### src/rtl/shared_block_rotate_sequencer_if.sv
// Handshake and data bundle for the 2-share byte-rotation sequencer.
// SHARE_REFRESH_EN adds the rnd mask input.
interface shared_block_rotate_sequencer_if #(
  parameter int CNT_W = 2
);
  logic             in_valid;
  logic             in_ready;
  logic [63:0]      in_share0;
  logic [63:0]      in_share1;
  logic [CNT_W-1:0] in_steps;
  logic             out_valid;
  logic             out_ready;
  logic [63:0]      out_share0;
  logic [63:0]      out_share1;
  logic             busy;
`ifdef SHARE_REFRESH_EN
  logic [63:0]      rnd;
`endif

  modport master (
`ifdef SHARE_REFRESH_EN
    output rnd,
`endif
    output in_valid,
    output in_share0,
    output in_share1,
    output in_steps,
    output out_ready,
    input  in_ready,
    input  out_valid,
    input  out_share0,
    input  out_share1,
    input  busy
  );

  modport slave (
`ifdef SHARE_REFRESH_EN
    input  rnd,
`endif
    input  in_valid,
    input  in_share0,
    input  in_share1,
    input  in_steps,
    input  out_ready,
    output in_ready,
    output out_valid,
    output out_share0,
    output out_share1,
    output busy
  );
endinterface

### src/rtl/shared_block_rotate_sequencer.sv
// Sequences per-word 8-bit left rotations on a 2-share 64-bit state.
// Optional SHARE_REFRESH_EN re-masks both shares with rnd on completion.
module shared_block_rotate_sequencer #(
  parameter int CNT_W = 2
) (
  input logic                            clk,
  input logic                            rst,
  shared_block_rotate_sequencer_if.slave bus
);

  typedef enum logic [1:0] {
    IDLE  = 2'd0,
    SHIFT = 2'd1,
    DONE  = 2'd2
  } state_t;

  state_t           state;
  logic [CNT_W-1:0] cnt;
  logic [63:0]      s0;
  logic [63:0]      s1;
  logic             in_ready_q;
  logic             out_valid_q;
  logic             busy_q;

  logic [63:0]      mask_acc;
  logic [63:0]      mask_q;

  // one step: each 32-bit word rotates left by one byte
  function automatic logic [63:0] rot_step(
    input logic [63:0] v
  );
    return {v[55:32], v[63:56],
            v[23:0],  v[31:24]};
  endfunction

`ifdef SHARE_REFRESH_EN
  logic [63:0] rnd_q;

  // mask is captured with the operands
  always_ff @(posedge clk or posedge rst) begin
    if (rst) begin
      rnd_q <= '0;
    end else if (state == IDLE && bus.in_valid) begin
      rnd_q <= bus.rnd;
    end
  end

  assign mask_acc = bus.rnd;
  assign mask_q   = rnd_q;
`else
  assign mask_acc = '0;
  assign mask_q   = '0;
`endif

  // control FSM with registered handshake flags and state regs
  always_ff @(posedge clk or posedge rst) begin
    if (rst) begin
      state       <= IDLE;
      cnt         <= '0;
      s0          <= '0;
      s1          <= '0;
      in_ready_q  <= 1'b1;
      out_valid_q <= 1'b0;
      busy_q      <= 1'b0;
    end else begin
      unique case (state)
        IDLE: begin
          if (bus.in_valid) begin
            cnt        <= bus.in_steps;
            in_ready_q <= 1'b0;
            busy_q     <= 1'b1;
            if (bus.in_steps != '0) begin
              s0    <= bus.in_share0;
              s1    <= bus.in_share1;
              state <= SHIFT;
            end else begin
              s0          <= bus.in_share0 ^ mask_acc;
              s1          <= bus.in_share1 ^ mask_acc;
              out_valid_q <= 1'b1;
              state       <= DONE;
            end
          end
        end
        SHIFT: begin
          cnt <= cnt - 1'b1;
          if (cnt == CNT_W'(1)) begin
            s0          <= rot_step(s0) ^ mask_q;
            s1          <= rot_step(s1) ^ mask_q;
            out_valid_q <= 1'b1;
            state       <= DONE;
          end else begin
            s0 <= rot_step(s0);
            s1 <= rot_step(s1);
          end
        end
        DONE: begin
          if (bus.out_ready) begin
            out_valid_q <= 1'b0;
            busy_q      <= 1'b0;
            in_ready_q  <= 1'b1;
            state       <= IDLE;
          end
        end
        default: begin
          state       <= IDLE;
          in_ready_q  <= 1'b1;
          out_valid_q <= 1'b0;
          busy_q      <= 1'b0;
        end
      endcase
    end
  end

  assign bus.in_ready   = in_ready_q;
  assign bus.out_valid  = out_valid_q;
  assign bus.busy       = busy_q;
  assign bus.out_share0 = s0;
  assign bus.out_share1 = s1;

endmodule

### src/flat_wrapper.sv
// flat-port wrapper written by rule: the top's interface ports become plain ports
module shared_block_rotate_sequencer_flat 
#(
  parameter int CNT_W = 2
)
  (clk, rst, bus_in_valid, bus_in_share0, bus_in_share1, bus_in_steps, bus_out_ready, bus_in_ready, bus_out_valid, bus_out_share0, bus_out_share1, bus_busy);
  shared_block_rotate_sequencer_if #(.CNT_W(CNT_W)) bus_i ();
  input logic clk;
  input logic rst;
  input wire logic [$bits(bus_i.in_valid)-1:0] bus_in_valid;
  input wire logic [$bits(bus_i.in_share0)-1:0] bus_in_share0;
  input wire logic [$bits(bus_i.in_share1)-1:0] bus_in_share1;
  input wire logic [$bits(bus_i.in_steps)-1:0] bus_in_steps;
  input wire logic [$bits(bus_i.out_ready)-1:0] bus_out_ready;
  output wire logic [$bits(bus_i.in_ready)-1:0] bus_in_ready;
  output wire logic [$bits(bus_i.out_valid)-1:0] bus_out_valid;
  output wire logic [$bits(bus_i.out_share0)-1:0] bus_out_share0;
  output wire logic [$bits(bus_i.out_share1)-1:0] bus_out_share1;
  output wire logic [$bits(bus_i.busy)-1:0] bus_busy;
  assign bus_i.in_valid = bus_in_valid;
  assign bus_i.in_share0 = bus_in_share0;
  assign bus_i.in_share1 = bus_in_share1;
  assign bus_i.in_steps = bus_in_steps;
  assign bus_i.out_ready = bus_out_ready;
  assign bus_in_ready = bus_i.in_ready;
  assign bus_out_valid = bus_i.out_valid;
  assign bus_out_share0 = bus_i.out_share0;
  assign bus_out_share1 = bus_i.out_share1;
  assign bus_busy = bus_i.busy;
  shared_block_rotate_sequencer #(.CNT_W(CNT_W)) u_core (.clk(clk), .rst(rst), .bus(bus_i));
endmodule
### config.mk
export PLATFORM = sky130hd
export DESIGN_NAME = shared_block_rotate_sequencer_flat
export DESIGN_NICKNAME = d
export VERILOG_FILES = /design/src/rtl/shared_block_rotate_sequencer_if.sv /design/src/rtl/shared_block_rotate_sequencer.sv /design/src/flat_wrapper.sv
export SDC_FILE = /design/constraint.sdc
export NUM_CORES = 1
export LEC_CHECK = 0
export BUFFER_PORTS_ARGS = -buffer_cell sky130_fd_sc_hd__buf_2
export CELL_PAD_IN_SITES_DETAIL_PLACEMENT = 1
export CELL_PAD_IN_SITES_GLOBAL_PLACEMENT = 2
export CORE_MARGIN = 1
export CORE_UTILIZATION = 29
export DETAILED_ROUTE_END_ITERATION = 16
export PLACE_DENSITY = 0.82
export SYNTH_ARGS = -nofsm -noshare
export SYNTH_HDL_FRONTEND = slang
export SYNTH_SLANG_ARGS = --single-unit
### constraint.sdc
create_clock -name clk -period 5.85 [get_ports clk]
set_input_delay 1.17 -clock clk [delete_from_list [all_inputs] [get_ports clk]]
set_output_delay 1.17 -clock clk [all_outputs]
set_load 0.005 [all_outputs]
After elaboration in Yosys (flattened, before gate mapping) --
Cells that the tools add are included. Widths: inputs -> output; s select.
Storage, ports and cells: bits in registers 135, latch bits 0, memory bits (writable) 0, ROM bits 0, input bits 134, output and inout bits 131, word-level logic and storage cells 44, memories 0
Cells by class: add/sub/neg operators 1, $mul 0, div/mod/pow operators 0, order comparisons 0, equal/unequal tests 7, shift-type cells 0, muxes and demuxes 21, bitwise operators 1, reductions and logical operators 7
Operators with widths (count):
- $pmux 64 s2 | 2
- $mux 64 | 2
- $mux 2 | 5
- $pmux 1 s3 | 3
- $mux 1 | 7
- $ne 2x2->1 const B | 3
- $pmux 2 s3 | 1
- $reduce_and 3->1 | 2
- $eq 2x1->1 const B | 2
- $pmux 2 s2 | 1
- $reduce_and 4->1 | 1
- $reduce_bool 2->1 | 2
- $eq 2x2->1 const B | 1
- $logic_not 2->1 | 1
- $ne 2x1->1 const B | 1
- $reduce_and 2->1 | 1
- $sub 2x1->2 const B | 1
- $not 1->1 | 1

Logic depth before layout (Yosys ltp) --
Gate-level depths: netlist of run 1.
depth in word-level cells 4, gate-level depth with buffers 7, depth with buffers taken out 4

Worst setup path after synthesis of run 1 --
OpenSTA, ideal clock, no wires.
kind input -> register, from in bus_in_valid, to reg u_core.s0[53], in the netlist u_core.bus.out_share0[53], setup time 132 ps, data arrival time 1846 ps, required time 5718 ps, path slack 3872 ps, stages 4, buffers on the path 2, cells stage by stage o21bai_4 buf_6 clkbuf_1 o21ai_1
On the way: cells in the longest elaborated chain, start to end 2
RTL lines:
- start: declaration | RTL line flat_wrapper.sv:10 | input wire logic [$bits(bus_i.in_valid)-1:0] bus_in_valid;
- $ne 2x2->1 (no line)
- $reduce_and 2->1 (no line)
- end signal: assignment | RTL line shared_block_rotate_sequencer.sv:73 | s0 <= bus.in_share0;
- end signal: assignment | RTL line shared_block_rotate_sequencer.sv:77 | s0 <= bus.in_share0 ^ mask_acc;
- end signal: assignment | RTL line shared_block_rotate_sequencer.sv:87 | s0 <= rot_step(s0) ^ mask_q;
- end: declaration | RTL line shared_block_rotate_sequencer.sv:19 | logic [63:0] s0;
Every way passes these cells. A chain may end at the register's enable or synchronous reset.

Final worst setup path of run 1 --
from in bus_in_valid, to reg u_core.s0[4], in the netlist u_core.bus.out_share0[4]
The elaborated chain is that of the path after synthesis.

==> summary.md, run 1 <==
| Metric | Value |
|---|---|
| Max Cap Viol | `0` |
| Later-pin clock latency in the skew report | `400 ps` |
| Setup TNS | `0 ps` |
| Peak VDD IR | `0.211 mV` |
| Initial DRC Count | `about 150` |
| Worst EP arrival | `around 2700 ps` |
| Post-route design area | `8310 sq um` |
| Largest net degree at the start of global routing | `85` |
| I/O pins | `265` |
| Maximum clock frequency | `0.401 GHz` |
| Initial antenna violation count | `1` |
| FF+latch count, synth | `135` |
| PwrDens | `575 nW/um^2` |
| Final worst-path cycle share | `42.6%` |
| Lkg Pwr | `4.32 nW` |
| Post-Route WL | `approximately 18000 microns` |
| DR pass1 iterations | `4` |
| CTS Hold Bufs | `0` |
| Hold Vio Cnt, Final | `0` |
| Cell taking the most area after synthesis | `dfrtp_1` |
| Worst path bufs/invs | `3` |
| Crit-path max FO | `between 80 and 90` |
| WS Path Type | `in -> reg` |
| Clock Pin Slew Worst Setup and Hold Paths | `60 ps` |
| Crit-path cells | `buf_2 > o21bai_4 > buf_4 > buf_4 > o21ai_0` |
| Share of cells above drive strength 1 | `a little over a third` |
| CP delay by family, top | `buffers and inverters` |
| Clock root cell | `clkbuf_16` |
| Fillcell total | `2568` |
| Global placer's final weighted congestion | `0.741` |
| Yosys warnings | `0` |
| Top post-synthesis cells by area | `dfrtp_1 52%, mux2i_1 20%, nand2_1 7.6%` |
| Post-synthesis sequential area ratio | `52.8%` |
| NumNets Final | `977` |
| Hold slack | `about 480 ps` |
| Vias/cell | `4.57` |
| Non-Filler Instances | `about 1100` |
| Initial Util | `29.4%` |
| Clk buf depth | `2` |
| Most used cell, CP | `buf_4` |
| # resized after CTS | `0` |
| Unrepaired setup endpoints after global routing | `no` |
| Die ar. | `22700 sq um` |
| CP max stage delay | `approximately 630 ps` |
| Syn_nets | `roughly 730` |
| DR DRC count | `0` |
| All-layer global routing usage | `16.2%` |
| Num CTS Buffers | `17` |
| Area growth syn-to-layout | `29.8%` |
| Power, Total | `0.00478 W` |
| Dpl cells | `roughly 1100` |
| I/O Buffers | `~260` |
| Crit path time final | `2490 ps` |
| Count leader, synth | `dfrtp_1` |
| Register area | `3380 sq um` |
| Post-CTS Setup Bufs | `0` |
| Global-route wire length before repair | `28200 microns` |
| Antenna-violating nets left | `0` |
| CP endpoint kind | `flop` |
| Hpwl dp | `13100 microns` |
| Multi-input logic area | `2590 sq um` |
| TritonCTS clock tree | `done` |
| Yosys top cell area share | `52.4%` |
| Synthesized cell area | `6400 sq um` |
| Slowest stage cell, crit path | `buf_4` |
| Placed inst area | `7730 sq um` |
| Post-synthesis cell count | `596` |
| Worst min-delay path class | `reg -> reg` |
| Status | `finished, final reports clean` |
| CTS H-Tree Depth | `4` |
| Die Wd | `between 150 and 200 microns` |
| Vias in the first global route | `around 5300` |
| Syn avg cell area | `10.7 sq um` |
| Async SR Flop Fraction | `100%` |
| Clock sink total | `135` |
| Die height | `151 microns` |
| Max-slew headroom | `43.7%` |
| Slew @ Worst Pin | `between 800 and 900 ps` |
| Number of synthesized flops with an enable pin | `0` |
| Total vias in the final route | `5191` |
| Data required, critical path | `just over 6000 ps` |
| Final setup violation count | `0` |
| Clock skew | `7.47 ps` |
| Routed WL per cell | `roughly 16 microns` |
| Core area | `approximately 22000 sq um` |
| Critical path launch point type | `input pin` |
| Number of core rows | `54` |
| Commonest cells in the netlist | `134 x dfrtp_1, 130 x nand2_1, 129 x mux2i_1, 77 x o21ai_0, 54 x o21ai_1` |
| Yosys cell types | `26` |
| Overflow after GRT | `0` |
| Final-report max-slew violation count | `0` |
| Predominant post-synthesis flop cell | `dfrtp_1` |
per-layer routing:
metal	global-route usage, %	vias to the layer above	part of all wire [%]
li1	-	2535	-
met1	20.8	2486	45
met2	26.4	153	48
met3	4.03	17	6.1
met4	5.50	0	1.3
met5	0	-	0
cell usage in the layout, fill, tap and decap left out:
master / netlist / routed
nor2_1: 3 / 3
o22a_1: 1 / 1
inv_1: 6 / 5
mux2i_1: 129 / 129
buf_4: 5 / 8
diode_2: 0 / 1
clkbuf_16: 0 / 17
bufinv_16: 0 / 2
a21oi_1: 6 / 6
buf_2: 3 / 264
mux2_2: 1 / 1
dfrtp_1: 134 / 134
clkinvlp_4: 0 / 2
nand2b_4: 1 / 1
clkbuf_1: 10 / 3
nor4b_1: 1 / 1
o21ai_1: 54 / 54
clkinv_2: 0 / 3
clkbuf_8: 0 / 1
o21ai_0: 77 / 77
ha_1: 1 / 1
inv_6: 0 / 2
o21bai_4: 1 / 1
nor2b_4: 1 / 1
o211a_1: 1 / 1
clkinv_4: 0 / 3
dfstp_2: 1 / 1
nand2_1: 130 / 130
o22ai_1: 2 / 2
nor2b_1: 1 / 1
flip-flops by register name (all words and copies together) (netlist names):
register / count
u_core.state: 2
u_core.bus.out_valid: 1
u_core.bus.busy: 1
u_core.cnt: 2
u_core.bus.out_share1: 64
u_core.bus.in_ready: 1
u_core.bus.out_share0: 64
per-stage QoR:
| stage | utilization (%) | worst slack (ps) |
|---|---|---|
| final | 38.2 | 3360 |
| after global routing | 38.2 | 3210 |
| after CTS | 38.2 | 3350 |
| after detailed placement | 35.5 | 2930 |
| after global placement | 35.5 | 3020 |
| after floorplan | - | 1070 |
final timing paths:
| path | from | endpoint | slack (ps) | cells after the start |
|---|---|---|---|---|
| hold / removal | u_core.cnt[1] | u_core.cnt[1] | 480 | 2 |
| setup reg to reg | u_core.state[1] | u_core.bus.out_share1[33] | 3430 | 4 |
| hold reg to reg | u_core.cnt[1] | u_core.cnt[1] | 480 | 2 |
| setup / recovery | bus_in_valid | u_core.bus.out_share0[4] | 3360 | 5 |
| max in group asynchronous | rst | u_core.bus.out_share0[53] | 3670 | 3 |
| min in group asynchronous | rst | u_core.bus.busy | 850 | 2 |
layout make-up:
cell class	instances	area share [%]
Sequential cell	135	40.7
Multi-Input combinational cell	410	31.2
Timing Repair Buffer	272	16.6
Clock buffer	21	5.42
Tap cell	280	4.22
Clock inverter	11	1.51
Inverter	6	0.331
Antenna cell	1	0.0301
power by group:
group | switching [W] | internal, W | total (W)
combinational | 0.00104 | 0.000881 | 0.00192
sequential | 0.000395 | 0.00141 | 0.00180
clock | 0.000415 | 0.000640 | 0.00106
total | 0.00185 | 0.00293 | 0.00478
worst reg2reg max path, delay by kind of cell, from the launching register on:
kind / cells / cell delay (ps)
flops: 1 / 550
mux: 1 / 370
compound gates: 1 / 90
buf+inv: 1 / 710
simple gates: 1 / 580
cell families (layout without fill, tap and decap cells):
| logic type | count (synthesis) | count (layout) | synth area share (%) |
|---|---|---|---|
| mux | 130 | 130 | 20.3 |
| other cells | 0 | 1 | 0 |
| buf+inv | 51 | 310 | 6.74 |
| compound gates | 142 | 142 | 11.5 |
| fa+ha+maj | 1 | 1 | 0.195 |
| simple gates | 137 | 137 | 8.46 |
| flops | 135 | 135 | 52.8 |
No activity file was read; power rests on OpenSTA's default activity.
==> run 2, diff against run 1 <==
clock period = 2.3 ns   (was 5.85 ns; I/O delays follow)
==> run 2 against run 1 <==
  * Combinational power increased to 2.7 times the previous value
  * Via count increased by 1.5%
  * First-iteration DRC count decreased by 5.4%
  * Setup slack got worse by 2800 ps
  * Total power grew to 2.7 times the previous value
  * Register-to-register slack worse by 2900 ps
  * Core utilization up 0.94 points
  * Non-clock buffer count rose by 4
  * Sequential power rose to 2.5 times the previous value
  * Design area up 2.5%
==> summary.md, run 2 (synthesis gave the netlist of run 1 again) <==
| Metric | Value |
|---|---|
| Status | `finished, final reports clean` |
| Initial antenna violation count | `1` |
| PwrDens | `1500 nW/um^2` |
| Clock root cell | `clkbuf_16` |
| Most frequent cells in the layout | `264 x buf_2, 134 x dfrtp_1, 130 x nand2_1` |
| Clk buf depth | `2` |
| CTS H-Tree Depth | `4` |
| Die ar. | `22700 sq um` |
| Largest net degree at the start of global routing | `99` |
| DR pass1 iterations | `4` |
| Fillcell total | `2571` |
| # resized after CTS | `0` |
| Global placer's final weighted congestion | `0.764` |
| Peak VDD IR | `0.643 mV` |
| Slew @ Worst Pin | `427 ps` |
| NumNets Final | `981` |
| Routed WL per cell | `16.3 microns` |
| WS Path Type | `reg -> reg` |
| Multi-input logic area | `2590 sq um` |
| Initial DRC Count | `139` |
| CTS Hold Bufs | `0` |
| Clock Pin Slew Worst Setup and Hold Paths | `~60 ps` |
| Register area | `between 3000 and 4000 sq um` |
| Share of cells above drive strength 1 | `36.4%` |
| Vias/cell | `4.63` |
| Critical path launch point type | `flop` |
| Lkg Pwr | `4.42 nW` |
| Global-route wire length before repair | `28800 microns` |
| Unrepaired setup endpoints after global routing | `no` |
| Total vias in the final route | `roughly 5300` |
| Hold Vio Cnt, Final | `0` |
| Overflow after GRT | `0` |
| Slowest stage cell, crit path | `dfrtp_1` |
| Data required, critical path | `2590 ps` |
| Clock skew | `9.28 ps` |
| Worst min-delay path class | `in -> async` |
| Area growth syn-to-layout | `33.0%` |
| R2r startpoint | `u_core.state[1]` |
| Hpwl dp | `13500 microns` |
| I/O pins | `between 200 and 300` |
| Post-CTS Setup Bufs | `0` |
| Antenna-violating nets left | `0` |
| Post-Route WL | `18600 microns` |
| TritonCTS clock tree | `done` |
| Number of core rows | `54` |
| Final worst-path cycle share | `76.7%` |
| CP delay by family, top | `flip-flops` |
| Maximum clock frequency | `0.567 GHz` |
| Setup TNS | `0 ps` |
| Crit-path max FO | `31` |
| Setup WS pre-CTS | `513 ps` |
| Clock sink total | `135` |
| Commonest non-fill, non-tap cell in the layout | `buf_2` |
| Vias in the first global route | `5389` |
| Core area | `about 22000 sq um` |
| Die height | `151 microns` |
| Crit-path cells | `nand2b_4 > buf_12 > mux2i_1 > o21ai_0` |
| I/O Buffers | `264` |
| Worst Setup SP | `u_core.state[1]` |
| Max Cap Viol | `0` |
| Final setup violation count | `0` |
| Worst path bufs/invs | `1` |
| Worst EP arrival | `2050 ps` |
| All-layer global routing usage | `between 15 and 20%` |
| Die Wd | `151 microns` |
| Initial Util | `between 20% and 30%` |
| Crit path time final | `~1800 ps` |
| Later-pin clock latency in the skew report | `420 ps` |
| Final-report max-slew violation count | `0` |
| CP max stage delay | `between 500 and 600 ps` |
| Num CTS Buffers | `17` |
| Max-slew headroom | `71.5%` |
| Setup slack after layout | `537 ps` |
| DR DRC count | `0` |
| CP endpoint kind | `flop` |
-- run 2: cell type report --
type                    instances  area share [%]
flip-flops and latches        135            39.7
multi-input cells             410            30.4
repair buffers                276            17.8
clock buffers                  20            5.36
well taps                     280            4.11
clock inverters                11            2.29
inverters                       6           0.309
diodes                          1          0.0294
-- run 2: final timing paths --
path | end | slack, ps | depth (start not counted)
max in group asynchronous | u_core.bus.in_ready | 1580 | 3
min reg2reg | u_core.cnt[0] | 490 | 1
min | u_core.bus.out_share1[22] | 40 | 2
max reg2reg | u_core.bus.out_share0[21] | 540 | 4
min in group clk | u_core.bus.out_share0[43] | 310 | 3
max | u_core.bus.out_share0[21] | 540 | 4
-- run 2: per-layer routing --
metal / track usage [%] / part of all wire, %
met1: 21.5 / 45
met5: 0 / 0
met3: 5.00 / 6.9
met4: 5.45 / 1.3
met2: 26.2 / 46
-- run 2: per-stage QoR --
stage                     cells  total power (W)  hold slack, ps  cell area, sq um  util (%)
final                      1139           0.0127            44.4              8510      39.1
after floorplan             596          0.00793             442              6410         -
after global placement     1107          0.00968             462              7860      36.1
after detailed placement   1107          0.00986             478              7860      36.1
after CTS                  1138           0.0130            30.1              8510      39.1
after global routing       1139           0.0138            51.2              8510      39.1
-- run 2: power breakdown --
part | switching (W) | internal [W] | leakage (nW)
registers | 0.00100 | 0.00358 | 1.65
logic | 0.00270 | 0.00240 | 2.45
clock network | 0.00107 | 0.00198 | 0.321
total | 0.00478 | 0.00796 | 4.42
